==> src/rtl/bcd_serial_add_ctrl.sv <==
// Digit-serial BCD adder controller.
// Accepts two packed BCD operands and a carry-in, runs them through a single
// digit adder one digit per clock (least-significant first), and presents the
// sum, carry-out and an invalid-digit flag until the consumer takes them.
//
//  state  | meaning
//  -------+----------------------------------------------------------------
//  IDLE   | waiting for operands, in_ready high
//  RUN    | one digit per clock through bcd_fadd, counter tracks the digit
//  DONE   | result registers valid, held until out_ready

// Single-digit BCD full adder. Invalid input digits still give a
// deterministic (but meaningless) result; the controller flags them.
module bcd_fadd (
    input  logic [3:0] a,
    input  logic [3:0] b,
    input  logic       cin,
    output logic [3:0] sum,
    output logic       cout
);

    logic [4:0] temp;
    logic [3:0] adj;

    // Binary add, then +6 correction when the digit overflows decimal range.
    always_comb begin
        temp = {1'b0, a} + {1'b0, b} + {4'b0000, cin};
        adj  = temp[3:0] + 4'd6;
        sum  = temp[3:0];
        cout = 1'b0;
        if (temp > 5'd9) begin
            sum  = adj;
            cout = 1'b1;
        end
    end

endmodule

module bcd_serial_add_ctrl #(
    parameter int DIGITS = 8
) (
    input  logic                  clk,
    input  logic                  rst_n,
    input  logic                  in_valid,
    output logic                  in_ready,
    input  logic [4*DIGITS-1:0]   in_a,
    input  logic [4*DIGITS-1:0]   in_b,
    input  logic                  in_cin,
    output logic                  out_valid,
    input  logic                  out_ready,
    output logic [4*DIGITS-1:0]   out_sum,
    output logic                  out_cout,
    output logic                  out_err,
    output logic                  busy
);

    localparam int W  = 4 * DIGITS;
    localparam int CW = (DIGITS > 1) ? $clog2(DIGITS) : 1;
    localparam logic [CW-1:0] CNT_LAST = CW'(DIGITS - 1);

    typedef enum logic [1:0] {
        S_IDLE = 2'd0,
        S_RUN  = 2'd1,
        S_DONE = 2'd2
    } state_t;

    state_t          state_q, state_d;
    logic [W-1:0]    sa_q, sa_d;
    logic [W-1:0]    sb_q, sb_d;
    logic            carry_q, carry_d;
    logic [CW-1:0]   cnt_q, cnt_d;
    logic            err_q, err_d;
    logic [W-1:0]    sum_q, sum_d;
    logic            cout_q, cout_d;
    logic            oerr_q, oerr_d;

    logic [3:0]      dig_sum;
    logic            dig_cout;
    logic            dig_bad;
    logic            run_step;
    logic            last_digit;
    logic [W-1:0]    full_sum;

    bcd_fadd u_fadd (
        .a    (sa_q[3:0]),
        .b    (sb_q[3:0]),
        .cin  (carry_q),
        .sum  (dig_sum),
        .cout (dig_cout)
    );

    assign dig_bad    = (sa_q[3:0] > 4'd9) || (sb_q[3:0] > 4'd9);
    assign run_step   = (state_q == S_RUN);
    assign last_digit = (cnt_q == CNT_LAST);

    // Partial result register: digits computed so far shift in from the top.
    // Only DIGITS-1 digits need storing; the last digit comes straight from
    // the adder on the final edge, when the whole sum is copied out.
    generate
        if (DIGITS == 1) begin : g_one
            assign full_sum = dig_sum;
        end else begin : g_multi
            localparam int PW = 4 * (DIGITS - 1);
            logic [PW-1:0] part_q, part_d;
            logic [PW-1:0] part_shift;

            if (DIGITS == 2) begin : g_two
                assign part_shift = dig_sum;
            end else begin : g_wide
                assign part_shift = {dig_sum, part_q[PW-1:4]};
            end

            assign full_sum = {dig_sum, part_q};

            // Shift a new digit in on every RUN edge.
            always_comb begin
                part_d = part_q;
                if (run_step) begin
                    part_d = part_shift;
                end
            end

            // Partial result storage.
            always_ff @(posedge clk or negedge rst_n) begin
                if (!rst_n) begin
                    part_q <= '0;
                end else begin
                    part_q <= part_d;
                end
            end
        end
    endgenerate

    // Next-state and datapath control for the digit sequencer.
    always_comb begin
        state_d = state_q;
        sa_d    = sa_q;
        sb_d    = sb_q;
        carry_d = carry_q;
        cnt_d   = cnt_q;
        err_d   = err_q;
        sum_d   = sum_q;
        cout_d  = cout_q;
        oerr_d  = oerr_q;

        case (state_q)
            S_IDLE: begin
                if (in_valid) begin
                    sa_d    = in_a;
                    sb_d    = in_b;
                    carry_d = in_cin;
                    cnt_d   = '0;
                    err_d   = 1'b0;
                    state_d = S_RUN;
                end
            end
            S_RUN: begin
                sa_d    = sa_q >> 4;
                sb_d    = sb_q >> 4;
                carry_d = dig_cout;
                err_d   = err_q | dig_bad;
                if (last_digit) begin
                    // Output registers change only here, so they hold
                    // their value from one DONE to the next.
                    sum_d   = full_sum;
                    cout_d  = dig_cout;
                    oerr_d  = err_q | dig_bad;
                    state_d = S_DONE;
                end else begin
                    cnt_d = cnt_q + CW'(1);
                end
            end
            S_DONE: begin
                if (out_ready) begin
                    state_d = S_IDLE;
                end
            end
            default: begin
                state_d = S_IDLE;
            end
        endcase
    end

    // State and datapath registers.
    always_ff @(posedge clk or negedge rst_n) begin
        if (!rst_n) begin
            state_q <= S_IDLE;
            sa_q    <= '0;
            sb_q    <= '0;
            carry_q <= 1'b0;
            cnt_q   <= '0;
            err_q   <= 1'b0;
            sum_q   <= '0;
            cout_q  <= 1'b0;
            oerr_q  <= 1'b0;
        end else begin
            state_q <= state_d;
            sa_q    <= sa_d;
            sb_q    <= sb_d;
            carry_q <= carry_d;
            cnt_q   <= cnt_d;
            err_q   <= err_d;
            sum_q   <= sum_d;
            cout_q  <= cout_d;
            oerr_q  <= oerr_d;
        end
    end

    // Handshake outputs depend on state only.
    assign in_ready  = (state_q == S_IDLE);
    assign out_valid = (state_q == S_DONE);
    assign busy      = (state_q != S_IDLE);
    assign out_sum   = sum_q;
    assign out_cout  = cout_q;
    assign out_err   = oerr_q;

endmodule

==> config.mk <==
export PLATFORM = sky130hd
export DESIGN_NAME = bcd_serial_add_ctrl
export DESIGN_NICKNAME = d
export VERILOG_FILES = /design/src/rtl/bcd_serial_add_ctrl.sv
export SDC_FILE = /design/constraint.sdc
export NUM_CORES = 1
export LEC_CHECK = 0
export BUFFER_PORTS_ARGS = -buffer_cell sky130_fd_sc_hd__buf_4
export CAP_MARGIN = 10
export CORE_MARGIN = 2
export CORE_UTILIZATION = 50
export DETAILED_ROUTE_END_ITERATION = 10
export GPL_ROUTABILITY_DRIVEN = 0
export PLACE_DENSITY = 0.74
export SYNTH_ARGS = -nofsm -noshare
export SYNTH_HDL_FRONTEND = slang
export SYNTH_SLANG_ARGS = --single-unit
==> constraint.sdc <==
create_clock -name clk -period 2.7 [get_ports clk]
set_input_delay 0.54 -clock clk [delete_from_list [all_inputs] [get_ports clk]]
set_output_delay 0.54 -clock clk [all_outputs]
set_load 0.05 [all_outputs]
# Word-level counts from Yosys, hierarchy flattened
# Cells that the tools add are included.
# totals
output_inout_bits	37
wordCells	50
register_bits	133
input_bits	69
# op_classes
mux	17
n_addsub	4
bitwise	1
n_lt_le_gt_ge	3
reduce_logical	8
eq_ne	7
# op_table
operator	count
$pmux W32 S2	2
$mux W32	2
$gt A4 B4 Y1 const B	2
$mux W2	3
$mux W3	2
$pmux W2 S3	1
$pmux W3 S2	1
$reduce_and A3 Y1	2
$add A4 B4 Y5	1
$add A5 B1 Y5	1
$gt A5 B4 Y1 const B	1
$add A4 B3 Y4 const B	1
$mux W4	1
$ne A2 B1 Y1 const B	2
$ne A2 B2 Y1 const B	2
$pmux W1 S2	2
$reduce_and A2 Y1	2
$reduce_bool A2 Y1	2
$add A3 B1 Y3 const B	1
$eq A3 B3 Y1 const B	1
$mux W1	3
$eq A2 B1 Y1 const B	1
$eq A2 B2 Y1 const B	1
$logic_not A2 Y1	1
2 further kinds	2

# Logic depth before layout (Yosys ltp)
# logic_depth
word_depth	5
ltp_mapped	7
mapped_depth_nobuf	7

# Cells and area by module
# A second synthesis with hierarchy kept.
# hier_totals
hier_cells	523
area_unflattened_um2	5896.9
# by_module_without_submodules
mod	area_each_um2	n_inst	seq_area_each_um2	cells_each
bcd_serial_add_ctrl	5685.5	1	3328.2	501
bcd_fadd	211.5	1	0.0	22

# Least setup slack after synthesis
# No wires, ideal clock.
# synth_path
kind	register to register
startpoint	register sa_q[0]
endpoint	register sum_q[30], in the netlist out_sum[30]
required_ns	2.575
synth_period_minus_slack_ns	2.525
path_buffers	0
arrival_ns	2.399
setup_slack_ns	0.175
setup_time_ns	0.125
stages_incl_launch_ff	8
cell_sequence	dfrtp_1 -> fa_1 -> fa_1 -> inv_1 -> ha_1 -> a21o_1 -> o21a_1 -> mux2_4
# synth_between
elab_chain_len	4
word_cells_on_any_way	5
classes_between	add/sub: 3; order compare: 1; mux: 1
# synth_lines
item	line	source
start: declaration	68	logic [W-1:0] sa_q, sa_d;
start signal: assignment	188	sa_q <= '0;
start signal: assignment	198	sa_q <= sa_d;
$add A4 B4 Y5 *	27	temp = {1'b0, a} + {1'b0, b} + {4'b0000, cin};
$add A5 B1 Y5 *	27	
$add A4 B3 Y4 or $gt A5 B4 Y1 (tied branches)	28, 31	
$mux W4 *	31	if (temp > 5'd9) begin
end signal: assignment	203	sum_q <= sum_d;
end: declaration	73	logic [W-1:0] sum_q, sum_d;
# Mark *: on every way between the ends. The rest lies on a longest branch, timed or not.
# A chain may end at the register's enable or synchronous reset.

# Worst setup path in the final report
# Ends and elaborated chain as after synthesis.

==> impl_metrics.json <==
{
  "pin_count": 106,
  "fin_skew_ns": 0.008016,
  "post-cts-setup-buffers": 0,
  "grt_pass1_vias": 4412,
  "antenna_found_initial": 0,
  "vias": 4247,
  "cts_buffers": 17,
  "gr-total-overflow": 0,
  "slowest_delay_ns": 0.55,
  "final_common_cell": "nand2_1",
  "yosysTopAreaCell": "dfrtp_1",
  "min_path_type": "primary input to asynchronous set/reset pin",
  "worst_slack_ns": 0.08213,
  "grtUsageMet1_pct": 27.37,
  "criticalPathCategory": "register to register",
  "synth_top_area_share_pct": 57.13,
  "drt-initial-drc-count": 239,
  "finalWirelength_microns": 12110,
  "synth_fp_nets": 627,
  "cp-end-kind": "register",
  "grt-busiest-layer": "met2",
  "setup_violations": 0,
  "die_x_microns": 111.9,
  "r2r_cells": 7,
  "h-tree-depth": 4,
  "grt_max_degree": 95,
  "synth-async-reset-ratio_pct": 100.0,
  "worstPathRequired_ns": 2.99,
  "final_cell_mix": "nand2_1, dfrtp_1, buf_4",
  "slew_headroom_pct": 56.77,
  "placed_cells": 775,
  "drc": 0,
  "drtPass1Iterations": 6,
  "timing.rr.end": "out_sum[30]",
  "yosys_warnings": 0,
  "clock_tree.root_cell": "clkbuf_16",
  "syn_area_sq_mm": 0.005826,
  "regArea_sq_mm": 0.003328,
  "cp_data_arrival_time_ns": 2.91,
  "rsz0062_at_grt": "no",
  "cts_hold_buf": 0,
  "yosys_register_bits": 133,
  "grtUsageTotal_pct": 21.05,
  "cts_max_path_buffers": 2,
  "final_antenna_net_count": 0,
  "synth_edf_count": 0,
  "multi_input_area_sq_mm": 0.002352,
  "ys_seq_area_share_pct": 57.13,
  "synthDistinctLibCells": 34,
  "portBuffers": 105,
  "core_sq_mm": 0.01142,
  "slowest_stage": "fa_2",
  "grt.met3_usage_pct": 6.532,
  "drv_cap": 0,
  "syn_area_per_cell_sq_um": 10.59,
  "clock_latency_ns": 0.41,
  "pre_cts_ws_ns": -0.04768,
  "die_h_microns": 111.9,
  "power_density_mw_per_mm2": 1402,
  "min_period_over_period_pct": 96.96,
  "clock-sinks": 133,
  "start_util_pct": 51.02,
  "grt_pass1_wl_microns": 21180,
  "p_leak_nw": 3.814,
  "worst-slew-pin-transition_ns": 0.6471,
  "dieArea_sq_mm": 0.01253,
  "syn_to_final_growth_pct": 26.87,
  "instances_no_fill": 807,
  "r2r-start": "sa_q[0]",
  "ff2ff_setup_slack_ns": 0.08,
  "clk_pin_slew_ns": 0.05,
  "cp-start-kind": "register",
  "hpwl_microns": 8232,
  "crit_fanout": 5,
  "gr-usage-met2_pct": 34.34,
  "diodes": 0,
  "final-hold-violation-count": 0,
  "ys_top_cells_by_area": "dfrtp_1, mux2i_1, nand2_1",
  "cts_resized": 1,
  "post_drt_wl_per_cell_microns": 15.00,
  "min_period_ns": 2.618,
  "syn-instance-count": 550,
  "nFillCells": 981,
  "ir_drop_v": 0.0007112,
  "slew_violations": 0,
  "fmax_mhz": 382.0,
  "cp_cell_sequence": "fa_1 -> fa_2 -> inv_1 -> ha_1 -> a21o_1 -> o21a_2 -> mux2_4",
  "cts_tree": "built",
  "rows": 39,
  "via_per_inst": 5.263,
  "nets": 728,
  "status": "completed",
  "synth_ff_type": "dfrtp_1",
  "layout-drive-gt1-share_pct": 27.86
}
## worst max-delay path by stage
| stage | startpoint | to | slack (ns) |
|---|---|---|---|
| after floorplan | sa_q[0] | out_sum[30] | 0.18 |
| after global placement | sa_q[0] | out_sum[30] | 0.07 |
| after detailed placement | sa_q[0] | out_sum[30] | -0.05 |
| after CTS | sa_q[0] | out_sum[30] | 0.008 |
| after global routing | sa_q[0] | out_sum[30] | 0.0009 |
| final | sa_q[0] | out_sum[30] | 0.08 |
## synth_stat cells (2+ instances only)
library cell    n
nand2_1       151
or4_1           2
mux2_2         29
a21o_1          4
nor2_1          5
buf_4           4
inv_1           6
o21ai_0        45
ha_1            6
mux2i_1        59
nand3_1         2
a22o_1          2
nor3_1          2
a21oi_1        12
o21ai_1        33
dfrtp_1       133
buf_2           8
clkbuf_1       20
fa_1            2
a221oi_1        2
nor2b_1        10
## through the flow
step	cell area, sq um	utilization [%]	hold WS, ns	setup TNS, ns	total power [mW]
floorplan	5826	-	0.2444	0	6.776
global placement	6779	59.37	0.4540	0	7.835
detailed placement	6779	59.37	0.4601	-0.04768	8.076
CTS	7387	64.69	0.1587	0	10.46
global route	7391	64.73	0.1876	0	11.11
finish	7391	64.73	0.1425	0	10.36
## registers in the layout, indices dropped and copies added, names as in the netlist
signal and flops:
out_err 1, cnt_q 3, out_sum 32, sb_q 32, sa_q 32, g_multi.part_q 28
err_q 1, carry_q 1, out_cout 1, state_q 2
## final cells by class
class / instances / share of cell area, %
Sequential cell: 133 / 45.03
Multi-Input combinational cell: 377 / 31.83
Timing Repair Buffer: 115 / 12.24
Clock buffer: 19 / 5.993
Tap cell: 143 / 2.421
Clock inverter: 13 / 2.133
Inverter: 7 / 0.3555
## where the power goes
part / internal, mW / switching [mW]
registers: 2.89 / 0.562
clock network: 1.47 / 0.850
logic: 1.85 / 2.73
## critical path: cells and delay by family, from the launching register on
kind / cells / cell delay (ns)
adder cells (fa/ha/maj): 3 / 1.23
buffers and inverters: 1 / 0.07
flip-flops: 1 / 0.39
multiplexers: 1 / 0.30
AO/OA/AOI/OAI: 2 / 0.50
## cells by family after synthesis
kind of cell / Yosys count / share of synthesized area (%)
mux: 89 / 16.00
buf+inv: 40 / 3.007
compound gates: 101 / 9.214
fa+ha+maj: 8 / 1.976
xor+xnor: 2 / 0.3007
flops: 133 / 57.13
simple gates: 177 / 12.37
## per-layer routing
| metal | routed length, microns | share of wire (%) |
|---|---|---|
| met1 | 5425 | 45 |
| met2 | 5838 | 48 |
| met3 | 674 | 5.6 |
| met4 | 168 | 1.4 |
| met5 | 0 | 0 |
(Power assumes the default switching activity.)
